===== src/rtl/vram_cpu_arbiter.sv =====
// CPU-to-VRAM write scheduler: synchronised strobe capture, small write FIFO,
// and a slot FSM that issues writes while SLOT_X[2:0] is 6..7.
module vram_cpu_arbiter #(
  parameter int          DEPTH    = 4,
  parameter logic [7:0]  ATTR_RST = 8'h07
) (
  input  logic        CLK_25,
  input  logic        RST,
  input  logic [13:0] CPU_A,
  input  logic [7:0]  CPU_D,
  input  logic        CPU_nWR,
  input  logic [3:0]  SLOT_X,
  output logic        WR_EN,
  output logic [13:0] WR_ADDR,
  output logic [7:0]  WR_DATA,
  output logic        CPU_nWAIT,
  output logic [3:0]  LEVEL,
  output logic        OVERFLOW
);

  localparam int         AW      = (DEPTH > 1) ? $clog2(DEPTH) : 1;
  localparam logic [3:0] FULL_L  = 4'(DEPTH);
  localparam logic [3:0] NWAIT_L = 4'(DEPTH - 1);

  typedef enum logic [1:0] {IDLE, ISSUE, ATTR} state_t;

  state_t        state, state_n;
  logic [2:0]    nwr_sync;            // [1] is the synchronised strobe, [2] its previous value
  logic          push, push_ok, pop, full, empty;
  logic [21:0]   mem [DEPTH];
  logic [21:0]   head;
  logic [AW-1:0] wptr, rptr;
  logic [3:0]    level;
  logic          is_char, is_char_n;
  logic [7:0]    attr, attr_n;
  logic          wr_en_n;
  logic [13:0]   wr_addr_n;
  logic [7:0]    wr_data_n;
  logic          slot5, slot7;

  assign push      = nwr_sync[2] & ~nwr_sync[1];
  assign full      = (level == FULL_L);
  assign empty     = (level == 4'd0);
  assign push_ok   = push & (~full | pop);
  assign head      = mem[rptr];
  assign slot5     = (SLOT_X[2:0] == 3'd5);
  assign slot7     = (SLOT_X[2:0] == 3'd7);
  assign LEVEL     = level;
  assign CPU_nWAIT = (level < NWAIT_L);

  always_comb begin
    state_n   = state;
    pop       = 1'b0;
    wr_en_n   = WR_EN;
    wr_addr_n = WR_ADDR;
    wr_data_n = WR_DATA;
    is_char_n = is_char;
    attr_n    = attr;
    case (state)
      IDLE: if (slot5 && !empty) begin
        pop       = 1'b1;
        wr_en_n   = 1'b1;
        wr_addr_n = head[21:8];
        wr_data_n = head[7:0];
        is_char_n = (head[21:20] == 2'b00);
        if (head[21:20] == 2'b01) attr_n = head[7:0];
        state_n   = ISSUE;
      end
      ISSUE: if (slot7) begin
        wr_en_n = 1'b0;
        state_n = is_char ? ATTR : IDLE;
      end
      ATTR: if (slot5) begin
        // WR_ADDR still holds the char address, so its low bits select the cell
        wr_en_n   = 1'b1;
        wr_addr_n = {2'b01, WR_ADDR[11:0]};
        wr_data_n = attr;
        is_char_n = 1'b0;
        state_n   = ISSUE;
      end
      default: state_n = IDLE;
    endcase
  end

  always_ff @(posedge CLK_25) begin
    if (RST) begin
      nwr_sync <= 3'b111;
      wptr     <= '0;
      rptr     <= '0;
      level    <= 4'd0;
      OVERFLOW <= 1'b0;
      state    <= IDLE;
      is_char  <= 1'b0;
      attr     <= ATTR_RST;
      WR_EN    <= 1'b0;
      WR_ADDR  <= 14'd0;
      WR_DATA  <= 8'd0;
    end else begin
      nwr_sync <= {nwr_sync[1:0], CPU_nWR};
      state    <= state_n;
      is_char  <= is_char_n;
      attr     <= attr_n;
      WR_EN    <= wr_en_n;
      WR_ADDR  <= wr_addr_n;
      WR_DATA  <= wr_data_n;
      if (push_ok) wptr <= wptr + 1'b1;
      if (pop)     rptr <= rptr + 1'b1;
      if (push_ok && !pop)      level <= level + 4'd1;
      else if (!push_ok && pop) level <= level - 4'd1;
      if (push && full && !pop) OVERFLOW <= 1'b1;
    end
  end

  always_ff @(posedge CLK_25) begin
    if (push_ok && !RST) mem[wptr] <= {CPU_A, CPU_D};
  end

endmodule

===== config.mk =====
export PLATFORM = sky130hd
export DESIGN_NAME = vram_cpu_arbiter
export DESIGN_NICKNAME = d
export VERILOG_FILES = /design/src/rtl/vram_cpu_arbiter.sv
export SDC_FILE = /design/constraint.sdc
export NUM_CORES = 1
export LEC_CHECK = 0
export CAP_MARGIN = 20
export CORE_MARGIN = 2
export CORE_UTILIZATION = 60
export CTS_CLUSTER_SIZE = 40
export DETAILED_ROUTE_END_ITERATION = 12
export PLACE_DENSITY = 0.84
export SLEW_MARGIN = 40
export SYNTH_ARGS = -nofsm -noshare
export SYNTH_HDL_FRONTEND = slang
export SYNTH_SLANG_ARGS = --single-unit

===== constraint.sdc =====
create_clock -name CLK_25 -period 5.27 [get_ports CLK_25]
set_clock_uncertainty 0.1 [all_clocks]
set_input_delay 1.581 -clock CLK_25 [delete_from_list [all_inputs] [get_ports CLK_25]]
set_output_delay 1.581 -clock CLK_25 [all_outputs]
set_load 0.005 [all_outputs]

After elaboration in Yosys (flattened, before gate mapping)

Memory sizes are Yosys's and may differ from the RTL's. A register that Yosys moved wholly into a read port is not among the register bits.
Index checks and enable logic that the tools add are counted.

Eq/ne operators: 9
Multiplexer cells: 26
Add/subtract/negate cells: 4
Bitwise operators: 6
Reduce and logical (&&, ||, !) cells: 21
Magnitude comparators: 1

Operators with widths:

| cell                                               | number |
|---|---|
| two-way mux 14 bit                                 | 2 |
| one-hot mux 14 bit (2 select lines)                | 1 |
| two-way mux 8 bit                                  | 2 |
| one-hot mux 8 bit (2 select lines)                 | 1 |
| two-way mux 2 bit                                  | 6 |
| AND reduction 3 bit                                | 4 |
| two-way mux 1 bit                                  | 9 |
| two-way mux 4 bit                                  | 2 |
| == test 3 bit, second input constant               | 2 |
| logical AND 1 bit                                  | 6 |
| != test 2 bit, second input constant               | 3 |
| one-hot mux 2 bit (3 select lines)                 | 1 |
| adder 2 x 1 -> 2 bit, second input constant        | 2 |
| adder 4 x 1 -> 4 bit, second input constant        | 1 |
| == test 2 x 1 -> 1 bit, second input constant      | 2 |
| == test 4 x 3 -> 1 bit, second input constant      | 1 |
| zero test 1 bit                                    | 4 |
| zero test 2 bit                                    | 2 |
| zero test 4 bit                                    | 1 |
| < comparator 4 x 2 -> 1 bit, second input constant | 1 |
| AND reduction 4 bit                                | 1 |
| nonzero test 2 bit                                 | 2 |
| subtractor 4 x 1 -> 4 bit, second input constant   | 1 |
| NOT 1 bit                                          | 3 |
| 6 further kinds                                    | 7 |

Register bits: 46
Memories kept: 1
RAM bits: 88
Word-level logic and storage cells: 80
Bits of input ports: 29
Output and inout port bits: 29

Memories:

| name | words | width | read ports | clocked after memory_dff | wr ports | line | text |
|---|---|---|---|---|---|---|---|
| mem  | 4     | 22    | 1          | 1                        | 1        | 30   | `logic [21:0] mem [DEPTH];` |

Logic depth before layout (Yosys ltp)

Gate-level depths: netlist of run 1.

Word-level depth: 11
Gate-level depth with buffers: 11

Worst setup path before layout of run 1

OpenSTA, ideal clock, no wires.

Kind: input-to-reg
Start point: in SLOT_X[1]
End point: reg level[3] (netlist: LEVEL[3])
Data arrival time: 3.703 ns
Setup slack: 1.347 ns
Cell stages on the path: 9
Library setup time: 0.121 ns
Cell sequence: nand4b_2 a311oi_2 ha_1 inv_1 ha_1 a21o_1 a21oi_1 mux2i_1 mux2_2

Word-level cells in the longest chain between the ends: 9
Elaborated cells between the ends (all ways): 12

Ends and longest elaborated chain:

| element                      | line | text |
|---|---|---|
| start: declaration           | 12   | `input logic [3:0] SLOT_X,` |
| == test 3 bit (*)            | 46   | `assign slot5 = (SLOT_X[2:0] == 3'd5);` |
| logical AND 1 bit (*)        | 60   | `IDLE: if (slot5 && !empty) begin` |
| two-way mux 1 bit (*)        | 60   |  |
| two-way mux 1 bit (*)        | 59   | `case (state)` |
| bitwise OR 1 bit             | 44   | `assign push_ok = push & (~full \| pop);` |
| bitwise AND 1 bit            | 44   |  |
| zero test 1 bit              | 109  | `else if (!push_ok && pop) level <= level - 4'd1;` |
| logical AND 1 bit            | 109  |  |
| nonzero test 2 bit (no line) | --   |  |
| end signal: assignment       | 108  | `if (push_ok && !pop) level <= level + 4'd1;` |
| end signal: assignment       | 109  |  |
| end: declaration             | 33   | `logic [3:0] level;` |

Mark *: on every way between the ends. The rest lies on a longest branch, timed or not.
A chain may end at the register's enable or synchronous reset.

Worst setup path after layout of run 1

Same ends and word-level chain as after synthesis.

==> impl_metrics.csv, run 1 <==
group,metric,value,unit
outcome,status,"completed",
worst_setup_path,crit_family,"compound AO/OA/AOI/OAI gates",
layout,area.sequential,3600,sq um
timing,tightestPinTransition,0.726,ns
clocking,cts_tree,"built",
pwr,power.share.sequential,0.460,
timing,period_minus_slack,4.08,ns
clocking,clkTransAtPathRegs,0.06,ns
layout,post_route_cells_drive_above_1_share,0.174,
synth,synth-seq-area-share,0.669,
flow_run,cap_viol_max_count,0,
die,area_of_the_die,9750,sq um
layout,final.fill_count,496,
synth,post_synthesis_instance_area,5390,sq um
pwr,power.combinational.fraction,0.108,
worst_setup_path,r2r_setup_slack,1.94,ns
synth,postSynthAreaPerCell,15.5,sq um
worst_setup_path,critical_path_class,"in -> reg",
die,fp.dieW,98.7,microns
clocking,cts_buffers,17,
worst_setup_path,cpPeakStageDelay,0.53,ns
placed_design,globalplace.congestion,0.749,
synth,synth-edff-count,88,
layout,fin_nets,454,
worst_setup_path,worst_r2r_path_cells,11,
global_routing,grt_start_max_net_pins,54,
worst_setup_path,worst_path_most_repeated_cell,"sky130_fd_sc_hd__ha_1",
worst_setup_path,timing.critical_path.to,"LEVEL[3]$_SDFFE_PP0P_",
pwr,ir_worst_vdd,242,uV
pwr,power.switching,579,uW
pwr,clkPwrFrac,0.433,
global_routing,number_of_global_route_vias_before_repair,3227,
route,route.final.wire_length,10.4,mm
worst_setup_path,cp_cell_sequence,"clkdlybuf4s50_1 -> nand4b_2 -> a311oi_2 -> ha_1 -> inv_1 -> ha_1 -> a21o_1 -> a21oi_1 -> mux2i_1 -> mux2_2",
die,initial_standard_cell_utilization_of_the_core,0.618,
route,dr_wl_met2,5.23,mm
route,vias,3152,
synth,synth_area_leaders,"sky130_fd_sc_hd__edfxtp_1 (49%), sky130_fd_sc_hd__dfxtp_1 (18%), sky130_fd_sc_hd__mux4_2 (9.2%)",
synth,synthesis.instances,347,
layout,areaGrowthSynthToFinish,23.3,%
worst_setup_path,crit_path_start_kind,"input port",
global_routing,grt_overflow,0,
global_routing,number_of_antenna_violations_at_the_first_check_in_global_routing,0,
pwr,internal-power,2020,uW
pwr,power.leakage,0.00218,uW
clocking,ctsResizeCount,0,
clocking,clock_tree.root_cell,"sky130_fd_sc_hd__clkbuf_8",
timing,final-setup-viol-count,0,
timing,timing.final.crit_share,0.775,
layout,commonest_cells_after_routing_fill_and_taps_aside,"sky130_fd_sc_hd__edfxtp_1 (88), sky130_fd_sc_hd__clkdlybuf4s50_1 (55), sky130_fd_sc_hd__dfxtp_1 (47), sky130_fd_sc_hd__nor2_1 (34), sky130_fd_sc_hd__mux4_2 (22)",
timing,tns,0,ns
synth,ys_ff_latch,136,
clocking,cts_hold_buf,0,
route,first_iter_violations,198,
synth,yosysTopAreaCell,"sky130_fd_sc_hd__edfxtp_1",
route,met1Wirelength,4.34,mm
pwr,power_per_cell_area,391,nW/um^2
global_routing,first_pass_grt_wire_length,16.4,mm
layout,final_util,0.762,
route,remaining_drc_errors,0,
worst_setup_path,cpMaxStageDelayCell,"sky130_fd_sc_hd__a311oi_2",
synth,nets_in_the_synthesized_netlist,389,
worst_setup_path,critPathMaxFanout,5,
worst_setup_path,path_depth,10,
layout,multi_input_comb_area,1700,sq um
worst_setup_path,critPathLaunch,"SLOT_X[1]",
clocking,htreeDepth,4,
placed_design,buffers_on_ports,56,
route,routed_wire_length_per_instance,19.5,microns
clocking,clk_latency,0.52,ns
die,fp.coreArea,8720,sq um
route,met3WireLength,632,microns
clocking,cts_sink_count,136,
timing,drv_slew,0,
layout,antennaDiodeCount,0,
die,floorplan.io_pins,58,
timing,max_freq,245,MHz
die,std_cell_rows,34,
worst_setup_path,crit-reg2reg-launch,"state[0]$_SDFFE_PP0P_",
timing,hold_viol_final,0,
global_routing,gr-usage-all-layers,0.225,
timing,setup_repair_after_global_routing_missed_its_margin,"false",
synth,synth-main-ff-cell,"sky130_fd_sc_hd__edfxtp_1",
worst_setup_path,worst_ep_arrival_time,4.39,ns
pwr,switching_share,0.223,
worst_setup_path,cp_num_buf_inv,2,
placed_design,dp_hpwl,6.01,mm
route,drtAntennaViolNets,0,
worst_setup_path,worst-endpoint-required,5.58,ns
timing,relSlewSlack,0.516,
worst_setup_path,critical_path.reg2reg.endpoint,"LEVEL[3]$_SDFFE_PP0P_",
worst_setup_path,endpoint_kind_of_the_worst_setup_timing_path,"flip-flop",
synth,synthDominantCellAreaShare,0.491,
clocking,clock_path_buffers,2,
layout,layout_commonest_cell,"sky130_fd_sc_hd__edfxtp_1",
clocking,cts_setup_buffers,0,
synth,synth-async-reset-ratio,0,
die,fp.dieH,98.7,microns
route,viasPerCell,5.91,
route,highest_layer,"met4",
synth,synthesis_warning_total,0,
route,drt_pass1_iterations,5,
hold_path,min-delay-path-class,"reg -> reg",
synth,number_of_distinct_library_cells_after_synthesis,40,
-- state kept, by name, summed over array words and instances (netlist names), named ones only --
register,count
mem,88
WR_ADDR,14
WR_DATA,8
attr,8
LEVEL,4
nwr_sync,3
rptr,2
state,2
wptr,2
OVERFLOW,1
WR_EN,1
is_char,1
-- metrics by stage --
| step | cells | instance area (sq um) | hold slack [ns] | setup WS, ns | power (uW) |
|---|---|---|---|---|---|
| after floorplan | 347 | 5390 | 0.289 | 1.35 | 1370 |
| after global placement | 499 | 6040 | 0.303 | 0.722 | 1470 |
| after detailed placement | 499 | 6060 | 0.309 | 0.653 | 1490 |
| after CTS | 531 | 6630 | 0.323 | 1.20 | 2610 |
| after global routing | 533 | 6640 | 0.328 | 1.01 | 2680 |
| final | 533 | 6640 | 0.317 | 1.19 | 2600 |
-- metal layers --
layer	vias up	global-route usage
met4	0	0.0885
li1	1457	-
met1	1553	0.286
met5	-	0
met2	119	0.375
met3	23	0.0582
-- worst register-to-register path, stage by stage (launching register included) --
cell and delay [ns]:
sky130_fd_sc_hd__dfxtp_1 0.34, sky130_fd_sc_hd__inv_1 0.12, sky130_fd_sc_hd__ha_1 0.34, sky130_fd_sc_hd__nand4b_2 0.27, sky130_fd_sc_hd__a311oi_2 0.53, sky130_fd_sc_hd__ha_1 0.25
sky130_fd_sc_hd__inv_1 0.09, sky130_fd_sc_hd__ha_1 0.29, sky130_fd_sc_hd__a21o_1 0.18, sky130_fd_sc_hd__a21oi_1 0.18, sky130_fd_sc_hd__mux2i_1 0.21, sky130_fd_sc_hd__mux2_2 0.34
-- how the worst min path moves through the flow --
stage,start,endpoint,depth (start not counted)
floorplan,nwr_sync[0]$_SDFF_PP1_,nwr_sync[1]$_SDFF_PP1_,1
global placement,nwr_sync[0]$_SDFF_PP1_,nwr_sync[1]$_SDFF_PP1_,1
detailed placement,nwr_sync[0]$_SDFF_PP1_,nwr_sync[1]$_SDFF_PP1_,1
CTS,nwr_sync[0]$_SDFF_PP1_,nwr_sync[1]$_SDFF_PP1_,1
global route,nwr_sync[0]$_SDFF_PP1_,nwr_sync[1]$_SDFF_PP1_,1
finish,nwr_sync[0]$_SDFF_PP1_,nwr_sync[1]$_SDFF_PP1_,1
-- Yosys cell counts, types with 4 or more instances --
library cell	count
sky130_fd_sc_hd__a21oi_1	21
sky130_fd_sc_hd__a211oi_1	9
sky130_fd_sc_hd__edfxtp_1	88
sky130_fd_sc_hd__dfxtp_1	48
sky130_fd_sc_hd__mux2i_1	16
sky130_fd_sc_hd__or2_2	4
sky130_fd_sc_hd__nand2b_1	12
sky130_fd_sc_hd__nand3b_1	14
sky130_fd_sc_hd__mux4_2	22
sky130_fd_sc_hd__and2_1	4
sky130_fd_sc_hd__nor3_1	6
sky130_fd_sc_hd__ha_1	12
sky130_fd_sc_hd__clkbuf_1	12
sky130_fd_sc_hd__nor2_1	34
sky130_fd_sc_hd__inv_1	6
-- power groups by stage --
| stage | clock network (uW) | logic [uW] | registers [uW] |
|---|---|---|---|
| 3_3_place_gp | 0 | 256 | 1210 |
| 3_5_place_dp | 0 | 275 | 1220 |
| 4_1_cts | 1140 | 280 | 1190 |
| 2_1_floorplan | 0 | 161 | 1210 |
| 5_1_grt | 1180 | 306 | 1200 |
| 6_report | 1120 | 280 | 1190 |
-- final cells by class --
class,instances,share of cell area
sequential,136,0.543
inverter,6,0.00339
multi-input combinational,187,0.256
clock inverter,8,0.0143
timing repair buffer,64,0.0927
tap,108,0.0203
clock buffer,24,0.0708
-- kinds of logic after synthesis --
logic type | Yosys count | synth area share
buffers and inverters | 24 | 0.0195
and+or+nand+nor | 90 | 0.0976
adders and majority gates | 13 | 0.0316
muxes | 40 | 0.126
xor gates and xnor gates | 5 | 0.00813
AOI/OAI and AO/OA | 39 | 0.0481
DFF | 136 | 0.669
Note: power is estimated with default switching activity, not from simulation.
==> run 2: changes to the inputs <==
Settings changed: CORE_UTILIZATION 60 to 50, PLACE_DENSITY 0.84 to 0.75.
Clock period 5.27 ns to 3.7 ns, I/O delays scaled along.
==> run 2 against run 1 <==
Effect of this change:
- power up 50%
- largest power group is now the clock network
- combinational power up 39%
- global-route usage down 4.3 points
- clock power up 61%
- sequential share of layout area down 1.9 points
- sequential cell count unchanged
==> impl_metrics.csv, run 2 (same netlist as run 1, synthesis figures left out) <==
group,metric,value,unit
outcome,status,"completed",
flow_run,cap_viol_max_count,0,
worst_setup_path,worst_ep_arrival_time,3.59,ns
hold_path,min-delay-path-class,"reg -> reg",
timing,fin_ws,0.416,ns
placed_design,pre_cts_slack,-0.105,ns
route,drtAntennaViolNets,0,
pwr,power.leakage,0.00230,uW
timing,tightestPinTransition,0.614,ns
route,first_iter_violations,190,
placed_design,globalplace.congestion,0.793,
pwr,internal-power,3070,uW
worst_setup_path,worst-endpoint-required,4.00,ns
worst_setup_path,crit_path_start_kind,"input port",
clocking,clock_tree.root_cell,"sky130_fd_sc_hd__clkbuf_8",
layout,finish.cell_count_without_fillers,576,
global_routing,grt_overflow,0,
clocking,htreeDepth,4,
clocking,clkTransAtPathRegs,0.06,ns
route,vias,3062,
pwr,total_power,3890,uW
route,route.final.wire_length,9.69,mm
global_routing,gr-usage-all-layers,0.182,
clocking,cts_hold_buf,0,
placed_design,buffers_on_ports,56,
timing,max_freq,305,MHz
die,initial_standard_cell_utilization_of_the_core,0.519,
pwr,clkPwrFrac,0.463,
timing,setup_repair_after_global_routing_missed_its_margin,"false",
layout,largest_register_ffs,88,
pwr,power.combinational.fraction,0.100,
clocking,cts_buffers,17,
worst_setup_path,endpoint_kind_of_the_worst_setup_timing_path,"flip-flop",
layout,post_route_cells_drive_above_1_share,0.202,
pwr,power_per_cell_area,566,nW/um^2
worst_setup_path,worst_path_most_repeated_cell,"sky130_fd_sc_hd__ha_1",
route,routed_wire_length_per_instance,16.8,microns
layout,fin_nets,469,
timing,final-setup-viol-count,0,
layout,antennaDiodeCount,0,
pwr,ir_worst_vdd,390,uV
global_routing,number_of_antenna_violations_at_the_first_check_in_global_routing,0,
timing,timing.final.crit_share,0.888,
route,remaining_drc_errors,0,
die,fp.coreArea,10400,sq um
worst_setup_path,critPathMaxFanout,4,
clocking,cts_setup_buffers,0,
layout,commonest_cells_after_routing_fill_and_taps_aside,"sky130_fd_sc_hd__edfxtp_1 (88), sky130_fd_sc_hd__clkdlybuf4s50_1 (55), sky130_fd_sc_hd__dfxtp_1 (48), sky130_fd_sc_hd__nor2_1 (34), sky130_fd_sc_hd__mux4_2 (22)",
clocking,cts_sink_count,136,
global_routing,grt_start_max_net_pins,35,
die,floorplan.io_pins,58,
route,viasPerCell,5.32,
worst_setup_path,cp_cell_sequence,"clkdlybuf4s50_1 -> nand4b_2 -> a311oi_2 -> ha_1 -> inv_1 -> ha_1 -> a21o_1 -> a21oi_1 -> mux2i_1 -> mux2_2",
die,fp.dieH,108,microns
worst_setup_path,critical_path_class,"in -> reg",
layout,layout_commonest_cell,"sky130_fd_sc_hd__edfxtp_1",
placed_design,dp_cells,544,
timing,relSlewSlack,0.588,
clocking,clock_path_buffers,2,
worst_setup_path,cpPeakStageDelay,0.43,ns
pwr,power.switching,825,uW
route,drt_pass1_iterations,4,
global_routing,first_pass_grt_wire_length,15.6,mm
placed_design,dp_hpwl,6.06,mm
worst_setup_path,cpMaxStageDelayCell,"sky130_fd_sc_hd__clkdlybuf4s50_1",
pwr,switching_share,0.212,
global_routing,number_of_global_route_vias_before_repair,3109,
clocking,clk_latency,0.52,ns
die,fp.dieW,108,microns
layout,largest_registers,"mem: 88 flops, WR_ADDR: 14 flops",
layout,areaGrowthSynthToFinish,27.6,%
pwr,power.share.sequential,0.436,
layout,final.fill_count,738,
timing,drv_slew,0,
layout,regMostFlops,"mem",
clocking,ctsResizeCount,0,
timing,period_minus_slack,3.28,ns
die,std_cell_rows,37,
die,area_of_the_die,11600,sq um
timing,worst_hold_slack,0.331,ns
timing,hold_viol_final,0,
clocking,cts_tree,"built",
## run 2: cell count changes in the layout (fill, tap and decap cells not counted), moves of 2 or more
cell                        delta
sky130_fd_sc_hd__clkbuf_1      -2
sky130_fd_sc_hd__bufinv_16     +3
sky130_fd_sc_hd__clkinv_4      +2
sky130_fd_sc_hd__buf_4        +13
sky130_fd_sc_hd__inv_4         -2
sky130_fd_sc_hd__buf_12        +2
## run 2: path summary, 6_finish.rpt
check | from | end | slack [ns] | cells after the start
min reg2reg | nwr_sync[0]$_SDFF_PP1_ | nwr_sync[1]$_SDFF_PP1_ | 0.33 | 1
min | nwr_sync[0]$_SDFF_PP1_ | nwr_sync[1]$_SDFF_PP1_ | 0.33 | 1
max reg2reg | state[1]$_SDFFE_PP0P_ | LEVEL[3]$_SDFFE_PP0P_ | 0.75 | 11
max | SLOT_X[1] | LEVEL[3]$_SDFFE_PP0P_ | 0.42 | 10
## run 2: area by class of cell
type / count / area (sq um) / share of cell area
clock buffers: 21 / 449 / 0.0653
inverters: 6 / 22.5 / 0.00328
flip-flops and latches: 136 / 3600 / 0.524
repair buffers: 79 / 753 / 0.110
clock inverters: 11 / 194 / 0.0282
multi-input cells: 187 / 1680 / 0.245
well taps: 136 / 170 / 0.0248
## run 2: power groups by stage
| stage | Clock (uW) | Combinational, uW | Sequential, uW |
|---|---|---|---|
| after floorplan | 0 | 230 | 1730 |
| after global placement | 0 | 380 | 1730 |
| after detailed placement | 0 | 388 | 1730 |
| after CTS | 1840 | 394 | 1700 |
| after global routing | 1900 | 433 | 1700 |
| final | 1800 | 390 | 1700 |
## run 2: per-stage QoR
stage,setup TNS (ns),utilization,area (sq um)
floorplan,0,-,5390
global placement,-0.0918,0.601,6230
detailed placement,-0.105,0.601,6230
CTS,0,0.663,6870
global route,0,0.663,6870
finish,0,0.663,6870
## run 2: critical path: cells and delay by family
family	cells	cell delay (ns)
fa+ha+maj	2	0.49
compound gates	3	0.68
simple gates	1	0.27
mux	2	0.55
buf+inv	2	0.49
## run 2: routing by layer
| metal | share of wire | wire [microns] | GRT usage | up-vias |
|---|---|---|---|---|
| li1 | - | - | - | 1476 |
| met1 | 0.45 | 4320 | 0.240 | 1504 |
| met2 | 0.50 | 4850 | 0.292 | 74 |
| met3 | 0.042 | 406 | 0.0442 | 8 |
| met4 | 0.012 | 115 | 0.0760 | 0 |
| met5 | 0 | 0 | 0 | - |
==> run 3: changes to the inputs <==
Settings changed: CORE_MARGIN 2 to unset.
==> run 3 against run 2 <==
Effect of this change:
- clock-buffer cell count shrank 4
- via count grew 1.1%
- register-to-register slack lost 0.09 ns
- critical path depth is the same
- fmax shrank 2.9%
- critical endpoint unchanged
==> impl_metrics.csv, run 3 (same netlist as run 1, synthesis figures left out) <==
group,metric,value,unit
worst_setup_path,critical_path.reg2reg.endpoint,"LEVEL[3]$_SDFFE_PP0P_",
layout,fin_nets,468,
clocking,cts_setup_buffers,0,
pwr,power.leakage,0.00226,uW
clocking,cts_buffers,17,
layout,commonest_cells_after_routing_fill_and_taps_aside,"sky130_fd_sc_hd__edfxtp_1 (88), sky130_fd_sc_hd__clkdlybuf4s50_1 (55), sky130_fd_sc_hd__dfxtp_1 (48), sky130_fd_sc_hd__nor2_1 (34)",
placed_design,dp_hpwl,6.51,mm
pwr,switching_share,0.232,
clocking,clock_tree.root_cell,"sky130_fd_sc_hd__clkbuf_8",
layout,antennaDiodeCount,0,
global_routing,grt_overflow,0,
route,drt_pass1_iterations,5,
layout,regMostFlops,"mem",
timing,tightestPinTransition,0.729,ns
timing,timing.final.crit_share,0.914,
die,fp.dieW,106,microns
global_routing,first_pass_grt_wire_length,16.5,mm
pwr,power.share.sequential,0.449,
worst_setup_path,crit_path_start_kind,"input port",
route,first_iter_violations,140,
pwr,total_power,3790,uW
route,drtAntennaViolNets,0,
clocking,cts_sink_count,136,
clocking,clkTransAtPathRegs,0.06,ns
clocking,htreeDepth,4,
outcome,status,"completed",
layout,finish.cell_count_without_fillers,575,
layout,post_route_cells_drive_above_1_share,0.207,
worst_setup_path,critical_path_class,"in -> reg",
die,fp.coreArea,10400,sq um
timing,final-setup-viol-count,0,
timing,relSlewSlack,0.513,
layout,final_util,0.656,
route,viasPerCell,5.39,
layout,layout_commonest_cell,"sky130_fd_sc_hd__edfxtp_1",
clocking,clock_path_buffers,2,
placed_design,globalplace.congestion,0.720,
global_routing,gr-usage-all-layers,0.199,
pwr,power.combinational.fraction,0.102,
die,floorplan.io_pins,58,
global_routing,number_of_global_route_vias_before_repair,3176,
pwr,internal-power,2910,uW
clocking,clk_latency,0.51,ns
route,routed_wire_length_per_instance,17.7,microns
worst_setup_path,endpoint_kind_of_the_worst_setup_timing_path,"flip-flop",
clocking,ctsResizeCount,0,
pwr,clkPwrFrac,0.449,
worst_setup_path,crit-reg2reg-launch,"state[0]$_SDFFE_PP0P_",
route,route.final.wire_length,10.2,mm
flow_run,cap_viol_max_count,0,
worst_setup_path,worst-endpoint-required,4.00,ns
die,std_cell_rows,37,
pwr,ir_worst_vdd,388,uV
route,vias,3097,
global_routing,number_of_antenna_violations_at_the_first_check_in_global_routing,0,
layout,areaGrowthSynthToFinish,26.4,%
timing,hold_viol_final,0,
placed_design,buffers_on_ports,56,
hold_path,min-delay-path-class,"reg -> reg",
die,fp.dieH,106,microns
clocking,cts_hold_buf,0,
layout,largest_registers,"mem: 88 flops, WR_ADDR: 14 flops",
global_routing,grt_start_max_net_pins,53,
timing,setup_repair_after_global_routing_missed_its_margin,"false",
timing,max_freq,296,MHz
worst_setup_path,critPathMaxFanout,4,
timing,period_minus_slack,3.38,ns
clocking,cts_tree,"built",
timing,drv_slew,0,
pwr,power_per_cell_area,557,nW/um^2
worst_setup_path,worst_r2r_path_cells,11,
die,area_of_the_die,11200,sq um
die,initial_standard_cell_utilization_of_the_core,0.519,
worst_setup_path,critPathLaunch,"SLOT_X[1]",
pwr,power.switching,879,uW
worst_setup_path,timing.critical_path.to,"LEVEL[3]$_SDFFE_PP0P_",
layout,largest_register_ffs,88,
route,remaining_drc_errors,0,
worst_setup_path,r2r_setup_slack,0.66,ns
layout,final.fill_count,737,
worst_setup_path,worst_ep_arrival_time,3.68,ns
placed_design,dp_cells,543,
-- run 3: cell types whose count changed in the layout (fill, tap and decap cells not counted), moves of 2 or more --
| cell | previous run | this run |
|---|---|---|
| sky130_fd_sc_hd__inv_6 | 1 | 4 |
| sky130_fd_sc_hd__clkbuf_1 | 2 | 0 |
| sky130_fd_sc_hd__bufinv_16 | 5 | 3 |
| sky130_fd_sc_hd__buf_12 | 2 | 0 |
| sky130_fd_sc_hd__inv_8 | 0 | 2 |
| sky130_fd_sc_hd__clkbuf_8 | 3 | 1 |
-- run 3: metal layers --
layer,part of all wire,track usage
met4,0.017,0.0843
met2,0.50,0.326
met3,0.052,0.0575
met5,0,0
met1,0.43,0.248
-- run 3: cell type report --
| class | count | area, sq um | share of cell area |
|---|---|---|---|
| multi-input cells | 187 | 1680 | 0.247 |
| flip-flops and latches | 136 | 3600 | 0.530 |
| clock buffers | 17 | 414 | 0.0609 |
| well taps | 136 | 170 | 0.0250 |
| inverters | 6 | 22.5 | 0.00331 |
| clock inverters | 15 | 190 | 0.0279 |
| repair buffers | 78 | 721 | 0.106 |
-- run 3: power groups by stage --
stage          Combinational (uW)  Sequential, uW  Clock, uW
6_report                      388            1700       1700
3_5_place_dp                  386            1740          0
5_1_grt                       427            1710       1800
2_1_floorplan                 230            1730          0
4_1_cts                       390            1700       1720
3_3_place_gp                  375            1730          0
-- run 3: how the worst min path moves through the flow --
| stage | slack (ns) | start | depth (start not counted) | end |
|---|---|---|---|---|
| after floorplan | 0.29 | nwr_sync[0]$_SDFF_PP1_ | 1 | nwr_sync[1]$_SDFF_PP1_ |
| after global placement | 0.30 | nwr_sync[0]$_SDFF_PP1_ | 1 | nwr_sync[1]$_SDFF_PP1_ |
| after detailed placement | 0.31 | nwr_sync[0]$_SDFF_PP1_ | 1 | nwr_sync[1]$_SDFF_PP1_ |
| after CTS | 0.33 | nwr_sync[0]$_SDFF_PP1_ | 1 | nwr_sync[1]$_SDFF_PP1_ |
| after global routing | 0.36 | nwr_sync[0]$_SDFF_PP1_ | 1 | nwr_sync[1]$_SDFF_PP1_ |
| final | 0.32 | nwr_sync[0]$_SDFF_PP1_ | 1 | nwr_sync[1]$_SDFF_PP1_ |
-- run 3: critical path, stage by stage --
cell and delay [ns]:
sky130_fd_sc_hd__clkdlybuf4s50_1 0.43, sky130_fd_sc_hd__nand4b_2 0.27, sky130_fd_sc_hd__a311oi_2 0.39, sky130_fd_sc_hd__ha_1 0.23
sky130_fd_sc_hd__inv_1 0.06, sky130_fd_sc_hd__ha_1 0.26, sky130_fd_sc_hd__a21o_1 0.18, sky130_fd_sc_hd__a21oi_1 0.18
sky130_fd_sc_hd__mux2i_1 0.22, sky130_fd_sc_hd__mux2_2 0.34
-- run 3: stage by stage --
stage | setup slack, ns | TNS, ns | hold slack (ns) | cell area (sq um)
floorplan | 0.248 | 0 | 0.289 | 5390
global placement | -0.105 | -0.105 | 0.301 | 6200
detailed placement | -0.185 | -0.185 | 0.312 | 6200
CTS | 0.332 | 0 | 0.325 | 6810
global route | 0.160 | 0 | 0.359 | 6810
finish | 0.317 | 0 | 0.324 | 6810
